==> src/rtl/regfile_pkg.sv <==
// Shared defaults and index/word typedefs for the regfile_sb register file.
package regfile_pkg;

    localparam int unsigned WIDTH_DEF = 16;
    localparam int unsigned DEPTH_DEF = 8;
    localparam int unsigned AW_DEF    = $clog2(DEPTH_DEF);

    typedef logic [AW_DEF-1:0]    reg_idx_t;
    typedef logic [WIDTH_DEF-1:0] reg_word_t;

endpackage

==> src/rtl/regfile_scoreboard.sv <==
// Busy-bit scoreboard: issue reserves a register, writeback clears it.
// Tracks the number of busy registers for stall logic.
module regfile_scoreboard
    import regfile_pkg::*;
#(
    parameter int unsigned DEPTH = DEPTH_DEF
) (
    input  logic                     clk,
    input  logic                     reset,
    input  logic                     we,
    input  logic [$clog2(DEPTH)-1:0] c_index,
    input  logic                     rsv_en,
    input  logic [$clog2(DEPTH)-1:0] rsv_index,
    input  logic [$clog2(DEPTH)-1:0] a_index,
    input  logic [$clog2(DEPTH)-1:0] b_index,
    output logic                     a_busy,
    output logic                     b_busy,
    output logic                     rsv_ok,
    output logic [$clog2(DEPTH):0]   busy_count
);

    localparam int unsigned AW = $clog2(DEPTH);

    logic [DEPTH-1:0] busy_q, busy_d;
    logic [AW:0]      count_q, count_d;
    logic             clear_hit;

    // Reservation grant, busy vector and count next-state.
    always_comb begin
        rsv_ok    = rsv_en & ~busy_q[rsv_index];
        clear_hit = we & busy_q[c_index];
        busy_d    = busy_q;
        if (we) begin
            busy_d[c_index] = 1'b0;
        end
        // Reservation is applied last so it wins over a same-index clear.
        if (rsv_ok) begin
            busy_d[rsv_index] = 1'b1;
        end
        count_d = count_q;
        if (rsv_ok && !clear_hit) begin
            count_d = count_q + (AW + 1)'(1);
        end else if (!rsv_ok && clear_hit) begin
            count_d = count_q - (AW + 1)'(1);
        end
    end

    // Scoreboard state register with synchronous reset.
    always_ff @(posedge clk) begin
        if (reset) begin
            busy_q  <= '0;
            count_q <= '0;
        end else begin
            busy_q  <= busy_d;
            count_q <= count_d;
        end
    end

    assign a_busy     = busy_q[a_index];
    assign b_busy     = busy_q[b_index];
    assign busy_count = count_q;

endmodule

==> src/rtl/regfile_sb.sv <==
// Register file with two combinational read ports, one synchronous write
// port and an integrated busy-bit scoreboard.
// Optional build macro REGFILE_SB_BYPASS_EN enables write-through forwarding
// to the read ports and masks the read-port busy flags on a forwarded hit.
module regfile_sb
    import regfile_pkg::*;
#(
    parameter int unsigned WIDTH = WIDTH_DEF,
    parameter int unsigned DEPTH = DEPTH_DEF
) (
    input  logic                     clk,
    input  logic                     reset,
    input  logic [$clog2(DEPTH)-1:0] a_index,
    input  logic [$clog2(DEPTH)-1:0] b_index,
    output logic [WIDTH-1:0]         a_output,
    output logic [WIDTH-1:0]         b_output,
    output logic                     a_busy,
    output logic                     b_busy,
    input  logic                     we,
    input  logic [$clog2(DEPTH)-1:0] c_index,
    input  logic [WIDTH-1:0]         d_input,
    input  logic                     rsv_en,
    input  logic [$clog2(DEPTH)-1:0] rsv_index,
    output logic                     rsv_ok,
    output logic [$clog2(DEPTH):0]   busy_count
);

    logic [WIDTH-1:0] mem_q [DEPTH];
    logic             a_busy_raw, b_busy_raw;

    // Data storage: clear on reset, otherwise single write port.
    always_ff @(posedge clk) begin
        if (reset) begin
            for (int i = 0; i < int'(DEPTH); i++) begin
                mem_q[i] <= '0;
            end
        end else if (we) begin
            mem_q[c_index] <= d_input;
        end
    end

    // Read muxes, with optional same-cycle forwarding of the write data.
    always_comb begin
        a_output = mem_q[a_index];
        b_output = mem_q[b_index];
        a_busy   = a_busy_raw;
        b_busy   = b_busy_raw;
`ifdef REGFILE_SB_BYPASS_EN
        if (we && (c_index == a_index)) begin
            a_output = d_input;
            a_busy   = 1'b0;
        end
        if (we && (c_index == b_index)) begin
            b_output = d_input;
            b_busy   = 1'b0;
        end
`endif
    end

    regfile_scoreboard #(
        .DEPTH (DEPTH)
    ) u_scoreboard (
        .clk        (clk),
        .reset      (reset),
        .we         (we),
        .c_index    (c_index),
        .rsv_en     (rsv_en),
        .rsv_index  (rsv_index),
        .a_index    (a_index),
        .b_index    (b_index),
        .a_busy     (a_busy_raw),
        .b_busy     (b_busy_raw),
        .rsv_ok     (rsv_ok),
        .busy_count (busy_count)
    );

endmodule
==> config.mk <==
export PLATFORM = sky130hd
export DESIGN_NAME = regfile_sb
export DESIGN_NICKNAME = d
export VERILOG_FILES = /design/src/rtl/regfile_pkg.sv /design/src/rtl/regfile_scoreboard.sv /design/src/rtl/regfile_sb.sv
export SDC_FILE = /design/constraint.sdc
export NUM_CORES = 1
export LEC_CHECK = 0
export ABC_AREA = 1
export CAP_MARGIN = 20
export CELL_PAD_IN_SITES_DETAIL_PLACEMENT = 2
export CELL_PAD_IN_SITES_GLOBAL_PLACEMENT = 2
export CORE_MARGIN = 8
export CORE_UTILIZATION = 32
export DETAILED_ROUTE_END_ITERATION = 10
export PLACE_DENSITY = 0.84
export SYNTH_ARGS = -nofsm -noshare
export SYNTH_HDL_FRONTEND = slang
export SYNTH_SLANG_ARGS = --single-unit
==> constraint.sdc <==
create_clock -name clk -period 2.4 [get_ports clk]
set_input_delay 0.48 -clock clk [delete_from_list [all_inputs] [get_ports clk]]
set_output_delay 0.48 -clock clk [all_outputs]
set_load 0.05 [all_outputs]
Word-level counts from Yosys, hierarchy flattened --
Memories as Yosys holds them, arrays and structs flattened. Index checks and enable logic that the tools add are counted.
Cells by class: add/subtract/negate cells 2, multipliers 0, divide/modulo/power cells 0, magnitude comparators 6, equal/unequal tests 0, shift-type cells 0, muxes and demuxes 24, bitwise logic cells 6, reduce and logical (&&, ||, !) cells 8
Operators by type and width (count):
- $lt 3x4->1 const B | 4
- $mux 16 | 1
- $mux 8 | 2
- $reduce_or 16->1 | 1
- $bmux 1 s3 | 4
- $mux 1 | 12
- $and 8x8->8 | 1
- $mux 4 | 2
- $not 8->8 | 1
- $or 8x8->8 | 1
- $demux 1 s3 | 2
- $ge 3x1->1 const B | 2
- $add 4x1->4 const B | 1
- $logic_and 1x1->1 | 4
- $sub 4x1->4 const B | 1
- $mux 3 | 1
- $and 1x1->1 | 2
- $logic_not 1->1 | 2
- $reduce_bool 2->1 | 1
- $not 1->1 | 1
Word-level totals: bits in registers 12, bits in latches 0, RAM bits 128, bits in read-only memories 0, input port bits 32, output and inout port bits 39, logic and storage cells 49, memories 1
Memories:
- mem_q | words 8, bits a word 16, read ports 2, clocked after Yosys merged registers in 0, wr ports 8, RTL line regfile_sb.sv:28 | logic [WIDTH-1:0] mem_q [DEPTH];

Logic depth before layout (Yosys ltp) --
word-level depth 9, depth in mapped cells 16, mapped depth without buffers 16

By module --
A second synthesis with hierarchy kept.
Unflattened totals: cells, all modules 1181, area total of the unflattened synthesis 8475.6 µm²
By module, submodules not included:
- regfile_sb | instances 1, cells each 1032, area an instance 7532.2 µm², seq. area each 3843.7 µm²
- regfile_scoreboard | instances 1, cells each 149, area an instance 943.4 µm², seq. area each 240.2 µm²

Worst setup path after synthesis --
OpenSTA, ideal clock, no wires.
path kind in2reg, from input rsv_index[0], to register u_scoreboard.count_q[3], in the netlist u_scoreboard.busy_count[3], setup time 71 ps, data arrival time 2685 ps, data required time 2329 ps, setup slack -356 ps, stages on the path 16, path buffers 1, cells stage by stage buf_4 > inv_2 > nand3_1 > nor2_1 > nor2_2 > and3_1 > ha_1 > inv_1 > ha_1 > nand2_1 > nand2_1 > nor2_1 > nand2_1 > nand2_1 > nand2_1 > a21oi_1
On the way: longest elaborated chain between the ends 7, elaborated cells on any way between the ends 9, those cells by class mux (3); bitwise (2); reduce/logical (4)
RTL lines:
- from (decl) | RTL line regfile_sb.sv:23 | input logic [$clog2(DEPTH)-1:0] rsv_index,
- $bmux 1 s3 (*) | RTL line regfile_scoreboard.sv:30 | rsv_ok = rsv_en & ~busy_q[rsv_index];
- $mux 1 (implied by the code) (*) | RTL line regfile_scoreboard.sv:30
- $not 1->1 (*) | RTL line regfile_scoreboard.sv:30
- $and 1x1->1 (*) | RTL line regfile_scoreboard.sv:30
- via rsv_ok | RTL line regfile_sb.sv:24 | output logic rsv_ok,
- $logic_not 1->1 | RTL line regfile_scoreboard.sv:43 | end else if (!rsv_ok && clear_hit) begin
- $logic_and 1x1->1 | RTL line regfile_scoreboard.sv:43
- $reduce_bool 2->1 (no source line)
- to (signal assigned) | RTL line regfile_scoreboard.sv:55 | count_q <= count_d;
- to (decl) | RTL line regfile_scoreboard.sv:25 | logic [AW:0] count_q, count_d;
The timed path passes the listed nets; every way through them passes the cells marked *. The select of a mux whose other input is x is not followed. A chain may end at the register's enable or synchronous reset.

Final worst setup path --
from input a_index[2], to output a_output[6]
On the way: longest elaborated chain between the ends 1
RTL lines:
- from (decl) | RTL line regfile_sb.sv:13 | input logic [$clog2(DEPTH)-1:0] a_index,
- $mem_v2 8x16
- to (decl) | RTL line regfile_sb.sv:15 | output logic [WIDTH-1:0] a_output,
Every way passes these cells.

==> summary.txt <==
Multi-input gate area -> 3190 um^2
Max Slew Vio Count -> 0
R2R Setup Slk -> 290 ps
Worst setup EP type -> output pin
Ys flop type -> edfxtp_1
Post-synthesis mux area share -> 0
Rows -> 57
Chip width -> 173 um
Post-DP HPWL -> 20,700 um
Register Area -> 4080 um^2
Synth Area in Compound Gates -> 0.180
Largest family of logic cells by synthesized area -> simple AND/OR/NAND/NOR gates
Worst path max stage delay -> 550 ps
Synth Area in Simple Gates -> 0.209
Run status -> complete, no violations
Dpl ws -> -405 ps
Initial DRT Pass Iterations -> 5
H-tree depth -> 4
Mapped Area -> 7860 um^2
Leakage -> 0.00403 uW
Die Area -> 29,800 um^2
CP top delay family -> buffers and inverters
Largest area contributor in the netlist -> edfxtp_1
Clock Sink Count -> 140
Hold_sp -> u_scoreboard.busy_count[3]
Synth Area in Adders -> 0.00732
Dominant cell by count in the synthesized netlist -> nor2_1
Largest net degree at the start of global routing -> 52
Clk_skew -> 5.75 ps
Hold Vio Cnt, Final -> 0
List of most frequent post-synthesis cells -> nor2_1 (212), o21ai_0 (181), nand2_1 (144)
Fin crit share -> 0.962
Worst-Margin Slew -> 505 ps
Final min period -> 2310 ps
Post-Place Cell Area -> 9270 um^2
Hold_buf cts -> 0
Max clock buf depth -> 2
Share of cells above drive strength 1 -> 0.147
Min-Delay Path Class -> register to register
Yosys top cell area share -> 0.489
Setup WS post-layout -> 91.8 ps
Worst-Skew Late Latency -> 430 ps
Yosys warns -> 0
Crit path top cell by count -> nand2_1
I/O Buffers -> 70
Clk pin slew, worst setup/hold paths -> 60 ps
Worst setup SP type -> input pin
Total Routed Length -> 33,500 um
Sequential-to-total area share from yosys stat -> 0.520
Clock root buffer master -> clkbuf_16
Crit-path slowest cell -> clkdlybuf4s50_1
Global placer's final weighted congestion -> 0.796
Crit path from -> a_index[2]
Initial antenna violation count -> 0
Yosys cell types -> 28
Final Util -> 0.408
Layout area overhead -> 26.0%
Vias -> 7,690
Setup-failing EPs final -> 0
Reg-to-reg critical path endpoint -> u_scoreboard.busy_count[3]
WHS Endpoint -> u_scoreboard.busy_count[3]
# diodes -> 0
Initial Util -> 0.324
F_max -> 433 MHz
DR iter-0 viols -> 560
Fill cells -> 2,714
Slew HR -> 0.662
Mapped Nets -> 995
Max Cap Viol -> 0
Async set-or-reset flop fraction in the synthesized netlist -> 0
Die H -> 173 um
Vias in the first global route -> 8,592
Hold Path Stages -> 2
RSZ-0062 raised after global routing -> no
DRC viols -> 0
Syn Inst Count -> 959
CP Max Fanout -> 13
VDD IR-drop max -> 0.475 mV
Wire length of the first global-routing pass -> 51,100 um
Avg Cell Area, Syn -> 8.19 um^2
Io pins -> 71
TritonCTS Buffers -> 17
Wire per inst -> 24.1 um
Drt via density -> 5.54
Worst endpoint data arrival time -> 1830 ps
Worst reg2reg startpoint -> u_scoreboard.busy_q[2]
Min Hold Slack -> 519 ps
#FFs+latches synth -> 140
Number of synthesized flops with an enable pin -> 128
Worst R2R Path Depth -> 15
Area contributors post-synth -> edfxtp_1 (49%), o21ai_0 (12%), nor2_1 (10%), nand2_1 (6.9%), a21oi_1 (4.6%)
PD cells -> 706 nW/um^2
CTS tree -> done
Critical-path cell list -> clkdlybuf4s50_1 -> clkinv_1 -> buf_12 -> nand2_1 -> nand2_1 -> buf_4
Final antenna-violating net count -> 0
Total grt overflow -> 0
CP required -> 1920 ps
Setup TNS -> 0 ps
Nets -> 1,089
Fin area -> 9900 um^2
Core Region -> 24,200 um^2
Total GRT Usage -> 0.221
Synth Area in XOR/XNOR -> 0.00334
Crit Path Category -> input pin to output pin
Buffers & Inverters on Critical Path -> 4
-- kinds of logic (layout without fill, tap and decap cells) --
group | Yosys count | after routing
AO/OA/AOI/OAI | 282 | 282
adder cells (fa/ha/maj) | 4 | 4
flip-flops | 140 | 140
AND/OR/NAND/NOR | 398 | 398
buffers and inverters | 132 | 238
XOR/XNOR | 3 | 3
-- what timing repair did --
action,in CTS,in global routing
setup buffers,0,1
setup endpoints to repair,2,7
pin swaps,1,3
gates cloned,0,1
resized for setup,7,7
-- flip-flops by register name, summed over array words and instances, names as in the netlist --
register,cells
mem_q,128
u_scoreboard.busy_q,8
u_scoreboard.busy_count,4
-- stage by stage --
step | power, uW | cells
2_1_floorplan | 3740 | 959
3_3_place_gp | 4270 | 1356
3_5_place_dp | 4340 | 1356
4_1_cts | 7010 | 1387
5_1_grt | 7200 | 1389
6_report | 6990 | 1389
-- worst max-delay path by stage --
stage / to / slack [ps] / cells after the start
after global routing: u_scoreboard.busy_count[3] / 10 / 17
final: a_output[6] / 90 / 6
after detailed placement: u_scoreboard.busy_count[3] / -410 / 16
after floorplan: u_scoreboard.busy_count[3] / 30 / 16
after global placement: u_scoreboard.busy_count[3] / -250 / 16
after CTS: rsv_ok / 8 / 8
-- routing by layer --
metal / global-route usage / up-vias / wire [um]
li1: - / 3427 / -
met1: 0.269 / 3977 / 14100
met2: 0.387 / 226 / 17000
met3: 0.0372 / 60 / 1450
met4: 0.0816 / 0 / 927
met5: 0 / - / 0
-- cell usage in the layout (no fill, tap or decap), types with 3 or more instances in the layout --
cell	netlist	final
nand3_2	1	3
edfxtp_1	128	128
buf_2	12	3
nand4_1	11	11
buf_12	0	21
o21ai_0	181	178
a21oi_1	72	72
nand3_1	15	13
nand2_1	144	143
clkdlybuf4s50_1	0	28
inv_2	2	3
bufinv_16	0	3
nor2_1	212	210
dfxtp_1	12	12
clkbuf_1	21	6
nor2_2	3	5
inv_1	60	59
clkbuf_16	0	18
o21ai_1	29	31
clkinv_1	7	8
nand4_2	8	8
buf_4	16	81
-- report_power, final --
group          total, uW  switching [uW]  internal [uW]
sequential          2900            88.0           2820
combinational       1420             971            451
clock               2660            1040           1620
-- area by class of cell --
class,count,share of cell area
clock inverter,8,0.0120
clock buffer,23,0.0452
multi-input combinational,687,0.323
tap,324,0.0410
timing repair buffer,138,0.140
sequential,140,0.413
inverter,69,0.0262
-- tightest hold or removal path: stages (launching register included) --
cell	delay, ps
dfxtp_1	350
nand2_1	70
a21oi_1	60
Power figures use the tool's default switching activity.
